===== config.mk =====
export PLATFORM = sky130hd
export DESIGN_NAME = bch_pattern_player
export DESIGN_NICKNAME = d
export VERILOG_FILES = /design/src/rtl/bch_pkg.sv /design/src/rtl/bch_pp_checker.sv /design/src/rtl/bch_pattern_player.sv
export SDC_FILE = /design/constraint.sdc
export NUM_CORES = 1
export LEC_CHECK = 0
export ABC_AREA = 1
export BUFFER_PORTS_ARGS = -buffer_cell sky130_fd_sc_hd__clkbuf_2
export CAP_MARGIN = 10
export CORE_MARGIN = 2
export CORE_UTILIZATION = 45
export DETAILED_ROUTE_END_ITERATION = 12
export PLACE_DENSITY = 0.76
export SKIP_LAST_GASP = 1
export SLEW_MARGIN = 30
export SYNTH_ARGS = -nofsm -noshare
export SYNTH_HDL_FRONTEND = slang
export SYNTH_SLANG_ARGS = --single-unit

===== constraint.sdc =====
create_clock -name clk -period 7.89 [get_ports clk]
set_input_delay 0.3945 -clock clk [delete_from_list [all_inputs] [get_ports clk]]
set_output_delay 0.3945 -clock clk [all_outputs]
set_load 0.1 [all_outputs]

===== src/rtl/bch_pkg.sv =====
// Shared constants and FSM state type for the BCH decoder pattern player.
package bch_pkg;

    localparam int DATA_W_DEF  = 64;
    localparam int ODATA_W_DEF = 10;

    localparam logic [1:0] CODE_63   = 2'd1;
    localparam logic [1:0] CODE_255  = 2'd2;
    localparam logic [1:0] CODE_1023 = 2'd3;

    localparam logic MODE_HARD = 1'b0;
    localparam logic MODE_SOFT = 1'b1;

    typedef enum logic [2:0] {
        IDLE,
        SET,
        RUN,
        GAP,
        DONE
    } pp_state_t;

endpackage


===== src/rtl/bch_pp_checker.sv =====
// Result checker: compares each finish-cycle result against golden data,
// counts compares and mismatches, and captures the first mismatch.
module bch_pp_checker
    import bch_pkg::*;
#(
    parameter int ODATA_W = ODATA_W_DEF,
    parameter int IDX_W   = 17
) (
    input  logic               clk,
    input  logic               rst,
    input  logic               clr,
    input  logic               en,
    input  logic               finish,
    input  logic [ODATA_W-1:0] got,
    input  logic [ODATA_W-1:0] exp,
    output logic [15:0]        err_cnt,
    output logic [IDX_W-1:0]   cmp_cnt,
    output logic               fail_valid,
    output logic [IDX_W-1:0]   fail_idx,
    output logic [ODATA_W-1:0] fail_got,
    output logic [ODATA_W-1:0] fail_exp
);

    logic hit;
    logic miss;

    assign hit  = en & finish;
    assign miss = hit & (got != exp);

    always_ff @(posedge clk or posedge rst) begin
        if (rst) begin
            err_cnt    <= '0;
            cmp_cnt    <= '0;
            fail_valid <= 1'b0;
            fail_idx   <= '0;
            fail_got   <= '0;
            fail_exp   <= '0;
        end else if (clr) begin
            err_cnt    <= '0;
            cmp_cnt    <= '0;
            fail_valid <= 1'b0;
            fail_idx   <= '0;
            fail_got   <= '0;
            fail_exp   <= '0;
        end else begin
            if (hit)
                cmp_cnt <= cmp_cnt + 1'b1;
            if (miss && (err_cnt != 16'hFFFF))
                err_cnt <= err_cnt + 1'b1;
            // cmp_cnt is the index of the result being compared this cycle
            if (miss && !fail_valid) begin
                fail_valid <= 1'b1;
                fail_idx   <= cmp_cnt;
                fail_got   <= got;
                fail_exp   <= exp;
            end
        end
    end

endmodule


===== src/rtl/bch_pattern_player.sv =====
// Pattern player for the BCH decoder: sequences set/run/gap per decode,
// streams stimulus words on ready and checks results against golden memory.
module bch_pattern_player
    import bch_pkg::*;
#(
    parameter int DATA_W  = DATA_W_DEF,
    parameter int ODATA_W = ODATA_W_DEF,
    parameter int SADDR_W = 21,
    parameter int GADDR_W = 17,
    parameter int TEST_W  = 16,
    parameter int TMO_W   = 24
) (
    input  logic               clk,
    input  logic               rst,
    input  logic               start,
    input  logic               cfg_mode,
    input  logic [1:0]         cfg_code,
    input  logic [TEST_W-1:0]  cfg_ntest,
    input  logic [7:0]         cfg_gap,
    input  logic [TMO_W-1:0]   cfg_timeout,
    output logic [SADDR_W-1:0] stim_addr,
    input  logic [DATA_W-1:0]  stim_data,
    output logic [GADDR_W-1:0] gold_addr,
    input  logic [ODATA_W-1:0] gold_data,
    output logic               dut_set,
    output logic               dut_mode,
    output logic [1:0]         dut_code,
    output logic [DATA_W-1:0]  dut_idata,
    input  logic               dut_ready,
    input  logic               dut_finish,
    input  logic [ODATA_W-1:0] dut_odata,
    output logic               busy,
    output logic               done,
    output logic               timeout,
    output logic [15:0]        err_cnt,
    output logic [GADDR_W-1:0] cmp_cnt,
    output logic               fail_valid,
    output logic [GADDR_W-1:0] fail_idx,
    output logic [ODATA_W-1:0] fail_got,
    output logic [ODATA_W-1:0] fail_exp
);

    pp_state_t          state, state_nxt;
    logic               mode_lat;
    logic [1:0]         code_lat;
    logic [TEST_W-1:0]  ntest_lat;
    logic [7:0]         gap_lat;
    logic [TMO_W-1:0]   tmo_lat;
    logic [SADDR_W-1:0] stim_ptr;
    logic [TEST_W-1:0]  test_idx;
    logic [7:0]         gap_cnt;
    logic [TMO_W-1:0]   wdog;
    logic               timeout_q;

    logic               start_ok;
    logic               more_tests;
    logic               tmo_hit;
    logic               test_end;
    logic [TEST_W:0]    idx_inc;
    logic [TMO_W:0]     wdog_ahead;

    assign start_ok   = start & ((state == IDLE) | (state == DONE));
    assign idx_inc    = {1'b0, test_idx} + (TEST_W+1)'(1);
    assign more_tests = idx_inc < {1'b0, ntest_lat};
    // Fire one cycle early so done lands exactly cfg_timeout cycles after set
    assign wdog_ahead = {1'b0, wdog} + (TMO_W+1)'(2);
    assign tmo_hit    = wdog_ahead >= {1'b0, tmo_lat};
    assign test_end   = ((state == RUN) & dut_finish & (gap_lat == 8'd0)) |
                        ((state == GAP) & (gap_cnt == 8'd1));

    always_comb begin
        state_nxt = state;
        case (state)
            IDLE, DONE: begin
                if (start)
                    state_nxt = (cfg_ntest == '0) ? DONE : SET;
            end
            SET: state_nxt = RUN;
            RUN: begin
                if (dut_finish) begin
                    if (gap_lat != 8'd0)
                        state_nxt = GAP;
                    else
                        state_nxt = more_tests ? SET : DONE;
                end else if (tmo_hit) begin
                    state_nxt = DONE;
                end
            end
            GAP: begin
                if (gap_cnt == 8'd1)
                    state_nxt = more_tests ? SET : DONE;
            end
            default: state_nxt = IDLE;
        endcase
    end

    always_ff @(posedge clk or posedge rst) begin
        if (rst)
            state <= IDLE;
        else
            state <= state_nxt;
    end

    always_ff @(posedge clk or posedge rst) begin
        if (rst) begin
            mode_lat  <= 1'b0;
            code_lat  <= '0;
            ntest_lat <= '0;
            gap_lat   <= '0;
            tmo_lat   <= '0;
            stim_ptr  <= '0;
            test_idx  <= '0;
            gap_cnt   <= '0;
            wdog      <= '0;
            timeout_q <= 1'b0;
        end else begin
            if (start_ok) begin
                mode_lat  <= cfg_mode;
                code_lat  <= cfg_code;
                ntest_lat <= cfg_ntest;
                gap_lat   <= cfg_gap;
                tmo_lat   <= cfg_timeout;
                stim_ptr  <= '0;
                test_idx  <= '0;
                timeout_q <= 1'b0;
            end else if (busy && dut_ready) begin
                stim_ptr <= stim_ptr + 1'b1;
            end

            if (state == SET)
                wdog <= '0;
            else if (state == RUN)
                wdog <= wdog + 1'b1;

            if ((state == RUN) && !dut_finish && tmo_hit)
                timeout_q <= 1'b1;

            if ((state == RUN) && dut_finish)
                gap_cnt <= gap_lat;
            else if (state == GAP)
                gap_cnt <= gap_cnt - 1'b1;

            if (test_end)
                test_idx <= idx_inc[TEST_W-1:0];
        end
    end

    // Result pointer and compare count advance together, so one register serves both
    bch_pp_checker #(
        .ODATA_W (ODATA_W),
        .IDX_W   (GADDR_W)
    ) u_checker (
        .clk        (clk),
        .rst        (rst),
        .clr        (start_ok),
        .en         ((state == RUN) || (state == GAP)),
        .finish     (dut_finish),
        .got        (dut_odata),
        .exp        (gold_data),
        .err_cnt    (err_cnt),
        .cmp_cnt    (cmp_cnt),
        .fail_valid (fail_valid),
        .fail_idx   (fail_idx),
        .fail_got   (fail_got),
        .fail_exp   (fail_exp)
    );

    assign stim_addr = stim_ptr;
    assign dut_idata = stim_data;
    assign gold_addr = cmp_cnt;
    assign dut_set   = (state == SET);
    assign dut_mode  = (state != IDLE) & mode_lat;
    assign dut_code  = (state != IDLE) ? code_lat : 2'd0;
    assign busy      = (state == SET) | (state == RUN) | (state == GAP);
    assign done      = (state == DONE);
    assign timeout   = timeout_q;

endmodule


==> metrics.md <==
| Metric | Value |
|---|---|
| FF-to-FF setup slack | `~4.7 ns` |
| Gpl congestion | `0.963` |
| Synth area leaders | `dfrtp_1, nand2_1, inv_1` |
| Critical Path RT | `~8.3 ns` |
| Final core utilization | `0.507` |
| Worst min-delay path category | `in -> async` |
| Routed vias/inst | `5.17` |
| Met2 GRT Util | `0.371` |
| Max FO, Critical Path | `6` |
| Final setup viols | `0` |
| Clock Latency Late Sink | `roughly 0.44 ns` |
| Crit path launch type | `flip-flop` |
| Top FF cell, synth | `dfrtp_1` |
| Setup TNS | `0 ns` |
| R2R depth | `22` |
| Fin crit period | `3.14 ns` |
| Final hold violations | `0` |
| Core area | `0.0251 mm^2` |
| Post-synth top area share | `0.425` |
| Max Fclk | `~0.32 GHz` |
| R2R Path End | `state[2]$_DFFE_PP0P_` |
| Area of placed instances | `between 0.01 and 0.015 mm^2` |
| Wire per inst | `approximately 15 um` |
| Worst-Margin Slew | `0.940 ns` |
| Clk slew on worst S/H paths | `roughly 0.080 ns` |
| Leak | `around 6.5 nW` |
| Synthesized area | `0.0115 mm^2` |
| Crit. End Element | `flip-flop` |
| Die width | `between 150 and 200 um` |
| Max-cap violations | `0` |
| DP Cell Count | `~1.9k` |
| Mean Syn Cell Area | `7.85 um^2` |
| Setup Skew | `0.0116 ns` |
| Final WL | `between 20000 and 30000 um` |
| I/O pins | `between 300 and 400` |
| Mapped Cells | `approximately 1.5k` |
| First-pass GRT wire length | `around 46000 um` |
| Post-CTS Resized | `0` |
| Clock H-tree levels | `4` |
| Nets@finish | `between 1.5k and 2k` |
| 1st-iter DRT viols | `between 800 and 900` |
| Seq/Total Area, Yosys | `0.425` |
| Syn Nets | `~1.6k` |
| Die footprint | `0.0268 mm^2` |
| M1 GR Usage | `0.270` |
| RSZ-0062 raised after global routing | `false` |
| Crit path kind | `reg -> reg` |
| TritonCTS Buffers | `17` |
| Synth async-reset ratio | `1.00` |
| Non-filler cells in the finished layout | `about 1.9k` |
| Worst endpoint data arrival time | `roughly 3.5 ns` |
| ANT cells | `0` |
| Root buffer cell | `clkbuf_16` |
| Antenna-violating nets left | `0` |
| Largest net degree at the start of global routing | `roughly 110` |
| Initial DRT Pass Iterations | `5` |
| Post-CTS Setup Repair Bufs | `0` |
| Filler Cells Inserted | `roughly 2.4k` |
| Tcrit/Tclk final | `0.398` |
| Detailed Place HPWL | `around 21000 um` |
| Maximum vdd drop | `just under 300 uV` |
| Met3 Usage GRT | `0.0432` |
| Fin. max-slew vios | `0` |
| Worst-case clock buffer depth | `2` |
| Ys Warns | `0` |
| Slew HR | `0.373` |
| Most instantiated library cell after synthesis | `nand2_1` |
| Total gr overflow | `0` |
| GRT busiest layer | `met2` |
| PwrDens | `335 mW/mm^2` |
| Post-synth EDFFs | `0` |
| I/O Buffers | `191` |
| Synth cell types | `between 40 and 50` |
| P&R area growth vs syn | `10.9%` |
| Total track usage | `0.214` |
| Share of cells above drive strength 1 | `0.165` |
| Initial antenna violation count | `0` |
| Vias in the first global route | `around 9k` |
| Cell Rows | `between 50 and 60` |
| Chip height | `164 um` |
| Starting Density | `0.457` |
| Commonest cells post-synth | `nand2_1, inv_1, dfrtp_1` |
| Hold-fix buffers, CTS | `0` |
| Largest area contributor in the netlist | `dfrtp_1` |
| Status | `finished clean` |
| CTS tree | `done` |
| Sink Count | `slightly below 200` |
| R2R Path Start | `wdog[2]$_DFFE_PP0P_` |
| Vias | `roughly 9.9k` |
| DRC Markers | `0` |
| Final Instance Area | `about 0.013 mm^2` |
| Final hold slack | `0.0736 ns` |
| Register bit total from synthesis | `a little under 200` |
-- power by group --
part / total [W] / switching, W / internal, W
logic: 0.00195 / 0.00157 / 0.000382
registers: 0.00141 / 0.000163 / 0.00125
clock network: 0.000905 / 0.000419 / 0.000486
total: 0.00426 / 0.00215 / 0.00211
-- critical path, stage by stage (launching register included) --
cell     delay, ns
dfrtp_1       0.40
ha_1          0.19
nand2_1       0.16
nor2_1        0.16
nand2_1       0.12
inv_1         0.10
nand2_1       0.12
nor2_2        0.18
nand4_1       0.11
xor2_1        0.17
ha_1          0.30
nand2_1       0.05
nor2_1        0.13
nand2_1       0.09
nor2_1        0.14
nand2_1       0.07
nand2_1       0.07
nor2_1        0.04
nand3_1       0.11
nor2_1        0.08
nor2_1        0.12
nand2_1       0.08
nand2_1       0.08
-- through the flow --
stage,power (W),setup slack [ns]
final,0.00426,4.75
after global routing,0.00453,4.53
after CTS,0.00429,4.79
after detailed placement,0.00338,4.90
after global placement,0.00332,5.04
after floorplan,0.00313,2.18
-- cells in the final DEF (no fill, tap or decap), types with 4 or more instances in the layout --
master	instances
nor4_1	11
a21oi_1	49
nor3_2	4
nand4_1	21
nor3_1	34
clkbuf_2	191
a22o_1	4
o21ai_0	138
nand2_1	308
inv_2	4
a31oi_1	6
buf_4	4
nor2_4	8
ha_1	47
o31ai_1	13
dfrtp_1	195
inv_6	4
nand3_1	101
inv_1	200
nor2_1	103
xor2_1	42
clkbuf_16	17
xnor2_1	9
nand2_2	4
o22ai_1	11
-- worst max path at each step --
stage               slack [ns]           startpoint                      end  cells after the start
CTS                       4.79  wdog[2]$_DFFE_PP0P_     state[2]$_DFFE_PP0P_                     22
finish                    4.75  wdog[2]$_DFFE_PP0P_     state[2]$_DFFE_PP0P_                     22
global placement          5.04  wdog[2]$_DFFE_PP0P_     state[2]$_DFFE_PP0P_                     22
detailed placement        4.90  wdog[2]$_DFFE_PP0P_     state[1]$_DFFE_PP0P_                     21
floorplan                 2.18                  rst  code_lat[0]$_DFFE_PP0P_                      1
global route              4.53  wdog[2]$_DFFE_PP0P_     state[1]$_DFFE_PP0P_                     21
-- routing by layer --
metal / wire length [um] / share of wire
met1: 12300 / 0.44
met2: 13700 / 0.49
met3: 1760 / 0.062
met4: 447 / 0.016
met5: 0 / 0
-- cell families after synthesis --
logic type / share of synthesized area
and+or+nand+nor: 0.235
buffers and inverters: 0.136
AOI/OAI and AO/OA: 0.113
DFF: 0.425
xor gates and xnor gates: 0.0389
adders and majority gates: 0.0512
muxes: 0.000981
-- flip-flops by register name (all words and copies together) (netlist names), 8 cells and up --
| register | cells |
|---|---|
| u_checker.err_cnt | 16 |
| stim_addr | 21 |
| u_checker.cmp_cnt | 17 |
| u_checker.fail_idx | 17 |
| test_idx | 16 |
| gap_cnt | 8 |
| ntest_lat | 16 |
| u_checker.fail_exp | 10 |
| wdog | 24 |
| gap_lat | 8 |
| u_checker.fail_got | 10 |
| tmo_lat | 24 |
-- area by class of cell --
| class | count | area (um^2) | share of cell area |
|---|---|---|---|
| multi-input combinational | 943 | 5050 | 0.396 |
| clock buffer | 18 | 439 | 0.0345 |
| sequential | 195 | 4880 | 0.383 |
| inverter | 208 | 788 | 0.0619 |
| clock inverter | 14 | 166 | 0.0131 |
| tap | 330 | 413 | 0.0324 |
| timing repair buffer | 196 | 997 | 0.0783 |
(Power assumes the default switching activity.)
